`config.mk`:
```
export PLATFORM = sky130hd
export DESIGN_NAME = gray_seq_source
export DESIGN_NICKNAME = d
export VERILOG_FILES = /design/src/rtl/gray_seq_source.sv
export SDC_FILE = /design/constraint.sdc
export NUM_CORES = 1
export LEC_CHECK = 0
export BUFFER_PORTS_ARGS = -buffer_cell sky130_fd_sc_hd__buf_2
export CORE_AREA = 2 2 39 41
export DETAILED_ROUTE_END_ITERATION = 8
export DIE_AREA = 0 0 41 43
export PLACE_DENSITY_LB_ADDON = 0.15
export SLEW_MARGIN = 20
export SYNTH_ARGS = -nofsm -noshare
export SYNTH_HDL_FRONTEND = slang
export SYNTH_SLANG_ARGS = --single-unit
```
`constraint.sdc`:
```
create_clock -name clk -period 3.6 [get_ports clk]
set_input_delay 0.18 -clock clk [delete_from_list [all_inputs] [get_ports clk]]
set_output_delay 0.18 -clock clk [all_outputs]
set_load 0.005 [all_outputs]
```
`src/rtl/gray_seq_source.sv`:
```
// gray_seq_source: Gray-code word source with an up/down binary count, a valid/ready output and a terminal-count flag.
// Latency: out_valid rises one cycle after en is sampled in IDLE; the count advances on the edge that ends each transfer.
// Backpressure: with out_ready low the word and out_valid hold steady; en, up_dn and load are ignored until the next transfer.
//
// Ports:
//   clk        rising-edge clock for all state
//   rst        synchronous active-high reset
//   en         run request; dropping it ends RUN on the next transfer
//   up_dn      direction (1 = up, 0 = down), sampled on each transfer
//   load       load request, honoured in IDLE only (priority over en)
//   load_gray  Gray value converted to binary and loaded into the count
//   out_ready  downstream ready
//   out_valid  gray_out/bin_out hold a valid word (high in RUN)
//   gray_out   cnt ^ (cnt >> 1)
//   bin_out    cnt
//   tc         combinational terminal-count flag for the current transfer
//   err        sticky single-bit-transition error
//
// Build option: define GRAY_SEQ_CHECK_EN to build the transition checker
// that drives err; otherwise err is tied low.

module gray_seq_source #(
  parameter int N = 4
) (
  input  logic         clk,
  input  logic         rst,
  input  logic         en,
  input  logic         up_dn,
  input  logic         load,
  input  logic [N-1:0] load_gray,
  input  logic         out_ready,
  output logic         out_valid,
  output logic [N-1:0] gray_out,
  output logic [N-1:0] bin_out,
  output logic         tc,
  output logic         err
);

  typedef enum logic {IDLE = 1'b0, RUN = 1'b1} state_t;

  localparam logic [N-1:0] ONE  = {{(N-1){1'b0}}, 1'b1};
  localparam logic [N-1:0] ZERO = '0;
  localparam logic [N-1:0] MAX  = '1;

  state_t       state, state_nxt;
  logic [N-1:0] cnt, cnt_nxt;
  logic [N-1:0] load_bin;
  logic         xfer;
  logic         load_take;

  assign out_valid = (state == RUN);
  assign xfer      = out_valid & out_ready;
  assign load_take = (state == IDLE) & load;
  assign gray_out  = cnt ^ (cnt >> 1);
  assign bin_out   = cnt;
  assign tc        = xfer & ((up_dn & (cnt == MAX)) | (~up_dn & (cnt == ZERO)));

  // Gray-to-binary: each binary bit is the XOR of all Gray bits at or above it.
  always_comb begin
    load_bin        = '0;
    load_bin[N-1]   = load_gray[N-1];
    for (int i = N - 2; i >= 0; i--) begin
      load_bin[i] = load_bin[i+1] ^ load_gray[i];
    end
  end

  always_ff @(posedge clk) begin
    if (rst) begin
      state <= IDLE;
      cnt   <= '0;
    end else begin
      state <= state_nxt;
      cnt   <= cnt_nxt;
    end
  end

  always_comb begin
    state_nxt = state;
    cnt_nxt   = cnt;
    case (state)
      IDLE: begin
        if (load) begin
          cnt_nxt = load_bin;
        end else if (en) begin
          state_nxt = RUN;
        end
      end
      RUN: begin
        if (xfer) begin
          cnt_nxt = up_dn ? (cnt + ONE) : (cnt - ONE);
          // The word leaving with en low is the last one of the run.
          if (!en) state_nxt = IDLE;
        end
      end
      default: state_nxt = IDLE;
    endcase
  end

`ifdef GRAY_SEQ_CHECK_EN
  logic [N-1:0] last_gray;
  logic         hist_vld;
  logic         err_q;

  function automatic int unsigned ones(input logic [N-1:0] v);
    int unsigned c;
    c = 0;
    for (int i = 0; i < N; i++) c += {31'd0, v[i]};
    return c;
  endfunction

  // History holds the previous transferred word; a load breaks the sequence,
  // so the first word after it is not compared.
  always_ff @(posedge clk) begin
    if (rst) begin
      last_gray <= '0;
      hist_vld  <= 1'b0;
      err_q     <= 1'b0;
    end else if (load_take) begin
      hist_vld <= 1'b0;
    end else if (xfer) begin
      last_gray <= gray_out;
      hist_vld  <= 1'b1;
      if (hist_vld && (ones(gray_out ^ last_gray) != 1)) err_q <= 1'b1;
    end
  end

  assign err = err_q;
`else
  assign err = 1'b0;
`endif

endmodule

```
==> flow_metrics.env, run 1 <==
export IMPL_run_status="completed"
export IMPL_cts_buffers_inserted=3
export IMPL_grt_pass1_vias=414
export IMPL_num_nets_final=100
export IMPL_power_per_cell_area_nw_per_um2=334
export IMPL_floorplan_initialDensity_pct=36.3
export IMPL_synth_seq_area_share_pct=20.0
export IMPL_critical_path_data_required_time_ps=3780
export IMPL_drt_iter0_markers=5
export IMPL_netlist_area_sq_um=502
export IMPL_endpoint_kind_of_the_worst_setup_timing_path="flop"
export IMPL_grt_max_degree=11
export IMPL_clock_tree_root_cell="sky130_fd_sc_hd__clkbuf_4"
export IMPL_remaining_drc_errors=0
export IMPL_cts_repair_resize_count=0
export IMPL_cp_start_kind="flop"
export IMPL_cts_max_path_buffers=2
export IMPL_critical_path_peak_fanout=6
export IMPL_final_setup_skew_ps=2.50
export IMPL_netlist_instances=62
export IMPL_slew_viol_final=0
export IMPL_fin_worst_setup_slack_ps=1980
export IMPL_cts_htree_levels=1
export IMPL_clock_latency_ps=240
export IMPL_fillcell_total=158
export IMPL_syn2layout_area_growth_pct=24.2
export IMPL_placed_standard_cell_area_sq_um=597
export IMPL_dp_final_hpwl_um=872
export IMPL_net_count_after_synthesis=79
export IMPL_grt_setup_unrepaired="false"
export IMPL_routed_wirelength_um=1070
export IMPL_drv_cap=0
export IMPL_num_io_pins=21
export IMPL_wl_per_cell_um=10.9
export IMPL_criticalPathCategory="reg -> reg"
export IMPL_globalRoute_totalOverflow=0
export IMPL_num_antenna_cells=0
export IMPL_antenna_found_initial=0
export IMPL_post_route_min_period_ps=1620
export IMPL_cts_setup_buffers=0
export IMPL_flip_flop_and_latch_area_sq_um=100
export IMPL_drt_first_pass_iters=4
export IMPL_synth_distinct_cells=30
export IMPL_path_cells="ha_1, a21oi_1, a211oi_1, a2111o_1, nor2_1"
export IMPL_die_area_sq_um=1760
export IMPL_fin_crit_sh_pct=44.9
export IMPL_clkTransAtPathRegs_ps=40
export IMPL_overall_die_width_um=41
export IMPL_critical_path_max_stage_delay_ps=430
export IMPL_power_leakage_nw=0.315
export IMPL_achievable_frequency_mhz=618
export IMPL_setup_viol=0
export IMPL_dp_worst_setup_slack_ps=1950
export IMPL_cts_num_sinks=5
export IMPL_die_h_um=43
export IMPL_vias=492
export IMPL_synthesis_yosys_warnings=0
export IMPL_tritoncts_clock_tree="yes"
export IMPL_critPathBufInv=0
export IMPL_post_route_cell_area_sq_um=623
export IMPL_tns_ps=0
export IMPL_detail_route_antenna_nets=0
export IMPL_grt_usage_pct=14.8
export IMPL_multi_input_area_sq_um=355
export IMPL_floorplan_rows=14
export IMPL_crit_path_top_delay_cell="sky130_fd_sc_hd__dfxtp_1"
export IMPL_io_buffer_count=19
export IMPL_final_cells=98
export IMPL_cp_data_arrival_time_ps=1790
export IMPL_post_place_cells=94
export IMPL_hold_class="in -> reg"
export IMPL_hold_violations=0
export IMPL_globalplace_congestion=0.715
export IMPL_grt_pass1_wl_um=1730
export IMPL_cts_hold_buffers_added=0
export IMPL_cp_top_family="compound AO/OA/AOI/OAI gates"
export IMPL_postSynthRegisterBits=5
export IMPL_final_layout_size_suffix_gt1_share_pct=29.3
export IMPL_core_area_sq_um=1380
export IMPL_syn_area_per_cell_sq_um=8.09
export IMPL_avgViaCountPerCell=5.02
export IMPL_vdd_ir_drop_worst_mv=0.171
==> cells by family (layout without fill, tap and decap cells) <==
| kind of cell | after synthesis | after routing | share of synthesized area [%] |
|---|---|---|---|
| AO/OA/AOI/OAI | 14 | 14 | 19.9 |
| XOR/XNOR | 5 | 5 | 11.5 |
| adder cells (fa/ha/maj) | 7 | 7 | 19.0 |
| buffers and inverters | 10 | 30 | 9.22 |
| flip-flops | 5 | 5 | 20.0 |
| other | 1 | 1 | 0.747 |
| AND/OR/NAND/NOR | 20 | 20 | 19.7 |
==> placed cells by master, fill, tap and decap left out <==
| cell | netlist | final |
|---|---|---|
| sky130_fd_sc_hd__o2bb2ai_1 | 1 | 1 |
| sky130_fd_sc_hd__ha_1 | 6 | 6 |
| sky130_fd_sc_hd__clkbuf_4 | 0 | 3 |
| sky130_fd_sc_hd__o21ai_1 | 2 | 2 |
| sky130_fd_sc_hd__xnor2_1 | 2 | 2 |
| sky130_fd_sc_hd__nor3_1 | 1 | 1 |
| sky130_fd_sc_hd__dfxtp_1 | 5 | 5 |
| sky130_fd_sc_hd__o31ai_1 | 1 | 1 |
| sky130_fd_sc_hd__buf_2 | 1 | 19 |
| sky130_fd_sc_hd__o221ai_1 | 1 | 1 |
| sky130_fd_sc_hd__inv_1 | 6 | 6 |
| sky130_fd_sc_hd__a21oi_1 | 3 | 3 |
| sky130_fd_sc_hd__a31oi_1 | 1 | 1 |
| sky130_fd_sc_hd__nand3_1 | 4 | 4 |
| sky130_fd_sc_hd__clkbuf_1 | 0 | 1 |
| sky130_fd_sc_hd__o21ai_0 | 1 | 1 |
| sky130_fd_sc_hd__xor2_1 | 2 | 2 |
| sky130_fd_sc_hd__xnor3_1 | 1 | 1 |
| sky130_fd_sc_hd__a2111o_1 | 1 | 1 |
| sky130_fd_sc_hd__conb_1 | 1 | 1 |
| sky130_fd_sc_hd__nand2b_1 | 3 | 3 |
| sky130_fd_sc_hd__a211oi_2 | 1 | 1 |
| sky130_fd_sc_hd__fa_1 | 1 | 1 |
| sky130_fd_sc_hd__a211oi_1 | 2 | 2 |
| sky130_fd_sc_hd__and3_1 | 1 | 1 |
| sky130_fd_sc_hd__nor2_1 | 5 | 5 |
| sky130_fd_sc_hd__inv_2 | 1 | 1 |
| sky130_fd_sc_hd__and2_1 | 1 | 1 |
| sky130_fd_sc_hd__nor2b_1 | 1 | 1 |
| sky130_fd_sc_hd__nand2_1 | 3 | 3 |
| sky130_fd_sc_hd__nand4_1 | 1 | 1 |
==> Yosys cell counts (all sizes together) <==
| cell | n | area share (%) |
|---|---|---|
| nand4 | 1 | 1.2 |
| o21ai | 3 | 3.0 |
| ha | 6 | 15 |
| a21oi | 3 | 3.0 |
| o221ai | 1 | 1.7 |
| nor3 | 1 | 1.0 |
| conb | 1 | 0.75 |
| fa | 1 | 4.0 |
| nor2 | 5 | 3.7 |
| xor2 | 2 | 3.5 |
| nand2 | 3 | 2.2 |
| and2 | 1 | 1.2 |
| xnor3 | 1 | 4.5 |
| o31ai | 1 | 1.5 |
| and3 | 1 | 1.2 |
| nor2b | 1 | 1.2 |
| a211oi | 3 | 5.5 |
| o2bb2ai | 1 | 1.7 |
| nand3 | 4 | 4.0 |
| inv | 7 | 5.2 |
| dfxtp | 5 | 20 |
| a2111o | 1 | 2.2 |
| xnor2 | 2 | 3.5 |
| a31oi | 1 | 1.2 |
| buf | 3 | 4.0 |
| nand2b | 3 | 3.7 |
==> path summary, 6_finish.rpt <==
kind | startpoint | depth (start not counted) | endpoint | slack (ps)
setup / recovery | bin_out[2] | 5 | bin_out[3] | 1980
setup reg to reg | bin_out[2] | 5 | bin_out[3] | 1980
hold / removal | rst | 2 | bin_out[0] | 190
hold reg to reg | bin_out[2] | 2 | bin_out[2] | 580
==> area by class of cell <==
class,count,area share [%]
inverter,7,4.22
timing repair buffer,19,15.3
sequential,5,16.1
multi-input combinational,47,57.0
clock buffer,4,4.22
tap,16,3.21
==> power breakdown <==
group / leakage, nW / internal (W) / switching (W) / total (W)
Clock: 0.0150 / 0.0000419 / 0.0000221 / 0.0000640
Sequential: 0.0415 / 0.0000612 / 0.0000109 / 0.0000722
Combinational: 0.258 / 0.0000367 / 0.0000354 / 0.0000722
Total: 0.315 / 0.000140 / 0.0000685 / 0.000208
==> per-stage QoR <==
stage | power (W) | hold WS (ps) | util [%]
floorplan | 0.000120 | 245 | -
global placement | 0.000147 | 442 | 43.1
detailed placement | 0.000146 | 441 | 43.1
CTS | 0.000212 | 182 | 45.0
global route | 0.000227 | 178 | 45.0
finish | 0.000208 | 186 | 45.0
==> worst register-to-register path: cells and delay by family, from the launching register on <==
family	cells	cell delay [ps]
AO/OA/AOI/OAI	3	720
flip-flops	1	430
adder cells (fa/ha/maj)	1	310
AND/OR/NAND/NOR	1	90
==> metal layers <==
layer	share of wire, %	vias to the layer above	track usage [%]
li1	-	251	-
met5	0	-	0
met3	6.9	0	7.85
met4	0	0	4.00
met1	43	224	18.6
met2	50	17	21.6
==> state kept, by name (all words and copies together), names as in the netlist <==
register   cells
bin_out        4
out_valid      1
Note: power is estimated with default switching activity, not from simulation.
==> run 2: changes to the inputs <==
==> constraint.sdc (replaced) <==
create_clock -name clk -period 1.5 [get_ports clk]
set_input_delay 0.075 -clock clk [delete_from_list [all_inputs] [get_ports clk]]
set_output_delay 0.075 -clock clk [all_outputs]
set_load 0.005 [all_outputs]
==> run 2 against run 1 <==
  * Power increased to 2.7 times the previous value
  * First-iteration DRC count decreased by 40%
  * Sequential share of layout area decreased by 0.92 points
  * Hold slack got worse by 120 ps
  * Critical path type unchanged
  * Highest routed layer is now met4
==> flow_metrics.env, run 2 (same netlist as run 1, synthesis figures left out) <==
export IMPL_cts_htree_levels=1
export IMPL_cts_max_path_buffers=2
export IMPL_critPathBufInv=0
export IMPL_grt_usage_pct=17.4
export IMPL_vdd_ir_drop_worst_mv=0.394
export IMPL_remaining_drc_errors=0
export IMPL_power_per_cell_area_nw_per_um2=790
export IMPL_slew_viol_final=0
export IMPL_post_route_min_period_ps=1470
export IMPL_core_area_sq_um=1380
export IMPL_critical_path_data_required_time_ps=1680
export IMPL_tritoncts_clock_tree="yes"
export IMPL_power_share_of_the_sequential_group_pct=30.2
export IMPL_globalplace_congestion=0.746
export IMPL_critical_path_max_stage_delay_ps=360
export IMPL_clkTransAtPathRegs_ps=50
export IMPL_grt_pass1_vias=476
export IMPL_vias=527
export IMPL_final_setup_skew_ps=0.709
export IMPL_largest_register_ff_count=4
export IMPL_final_layout_size_suffix_gt1_share_pct=44.3
export IMPL_antenna_found_initial=0
export IMPL_cts_hold_buffers_added=0
export IMPL_fin_crit_sh_pct=98.0
export IMPL_switching_share_pct=34.5
export IMPL_cp_top_family="simple AND/OR/NAND/NOR gates"
export IMPL_internal_power_w=0.000368
export IMPL_num_io_pins=21
export IMPL_drt_first_pass_iters=4
export IMPL_overall_power_w=0.000561
export IMPL_setup_viol=0
export IMPL_die_area_sq_um=1760
export IMPL_run_status="completed"
export IMPL_globalRoute_totalOverflow=0
export IMPL_hold_violations=0
export IMPL_floorplan_initialDensity_pct=36.3
export IMPL_clock_tree_root_cell="sky130_fd_sc_hd__clkbuf_4"
export IMPL_criticalPathCategory="reg -> reg"
export IMPL_dp_final_hpwl_um=946
export IMPL_io_buffer_count=19
export IMPL_cts_buffers_inserted=3
export IMPL_grt_pass1_wl_um=2060
export IMPL_grt_busiest_layer="met2"
export IMPL_clockPowerShare_pct=29.8
export IMPL_routed_wirelength_um=1230
export IMPL_clock_latency_ps=250
export IMPL_global_route_usage_met2_pct=25.6
export IMPL_cts_num_sinks=5
export IMPL_avgViaCountPerCell=5.07
export IMPL_min_from="rst"
export IMPL_overall_die_width_um=41
export IMPL_drv_cap=0
export IMPL_power_switching_w=0.000194
export IMPL_hold_class="in -> reg"
export IMPL_num_nets_final=106
export IMPL_final_cells=104
export IMPL_critical_path_peak_fanout=3
export IMPL_layout_commonest_cell="sky130_fd_sc_hd__buf_2"
export IMPL_syn2layout_area_growth_pct=41.6
export IMPL_wl_per_cell_um=11.9
export IMPL_endpoint_kind_of_the_worst_setup_timing_path="flop"
export IMPL_grt_setup_unrepaired="true"
export IMPL_cp_start_kind="flop"
export IMPL_tns_ps=0
export IMPL_post_place_cells=99
export IMPL_global_route_usage_met3_pct=6.28
export IMPL_crit_path_top_delay_cell="sky130_fd_sc_hd__a2111o_1"
export IMPL_use_met1_pct=22.7
export IMPL_most_common_layout_cells="sky130_fd_sc_hd__buf_2, sky130_fd_sc_hd__inv_1, sky130_fd_sc_hd__nor2_1, sky130_fd_sc_hd__ha_1, sky130_fd_sc_hd__buf_4"
export IMPL_drt_iter0_markers=3
export IMPL_power_share_combinational_pct=40.0
export IMPL_grt_max_degree=9
export IMPL_cp_data_arrival_time_ps=1650
export IMPL_die_h_um=43
export IMPL_achievable_frequency_mhz=680
export IMPL_cp_startpoint="bin_out[2]"
export IMPL_num_antenna_cells=0
export IMPL_regToRegStartpoint="bin_out[2]"
export IMPL_floorplan_rows=14
export IMPL_detail_route_antenna_nets=0
export IMPL_power_leakage_nw=0.346
export IMPL_path_cells="ha_1, nand3_1, and2_1, a2111o_1, nor2_1"
-- run 2: timing repair --
| item | in CTS | in global routing |
|---|---|---|
| gates cloned | 0 | 0 |
| setup buffers | 2 | 0 |
| gates resized for setup | 6 | 5 |
| endpoints found under the setup margin | 1 | 3 |
| pin swaps | 2 | 3 |
-- run 2: stage by stage --
step | hold WS, ps | instance area (sq um) | utilization, % | setup WS (ps)
after floorplan | 140 | 503 | - | 44.2
after global placement | 332 | 636 | 45.9 | 21.8
after detailed placement | 333 | 636 | 45.9 | 12.6
after CTS | 68.1 | 684 | 49.5 | 2.35
after global routing | 72.1 | 711 | 51.4 | -49.0
final | 66.7 | 711 | 51.4 | 29.6
-- run 2: metal layers --
layer / vias to the layer above / part of all wire, %
met5: - / 0
met4: 0 / 1.1
met3: 2 / 5.7
met2: 18 / 50
met1: 241 / 43
li1: 266 / -
-- run 2: power by group through the flow --
stage | logic, W | registers (W) | clock network, W
after floorplan | 0.000119 | 0.000170 | 0
after global placement | 0.000202 | 0.000171 | 0
after detailed placement | 0.000202 | 0.000171 | 0
after CTS | 0.000213 | 0.000169 | 0.000172
after global routing | 0.000251 | 0.000173 | 0.000177
final | 0.000225 | 0.000169 | 0.000167
-- run 2: final timing paths --
check                                   to  slack [ps]  cells after the start
worst max-delay path            bin_out[3]          30                      5
worst min-delay path            bin_out[0]          70                      2
worst max register to register  bin_out[3]          30                      5
worst min register to register  bin_out[0]         580                      2
-- run 2: area by class of cell --
| cell class | instances | area, sq um |
|---|---|---|
| Tap cell | 16 | 20.0 |
| Timing Repair Buffer | 25 | 144 |
| Sequential cell | 5 | 108 |
| Clock buffer | 4 | 26.3 |
| Inverter | 7 | 26.3 |
| Multi-Input combinational cell | 47 | 387 |
| Fill cell | 137 | 673 |
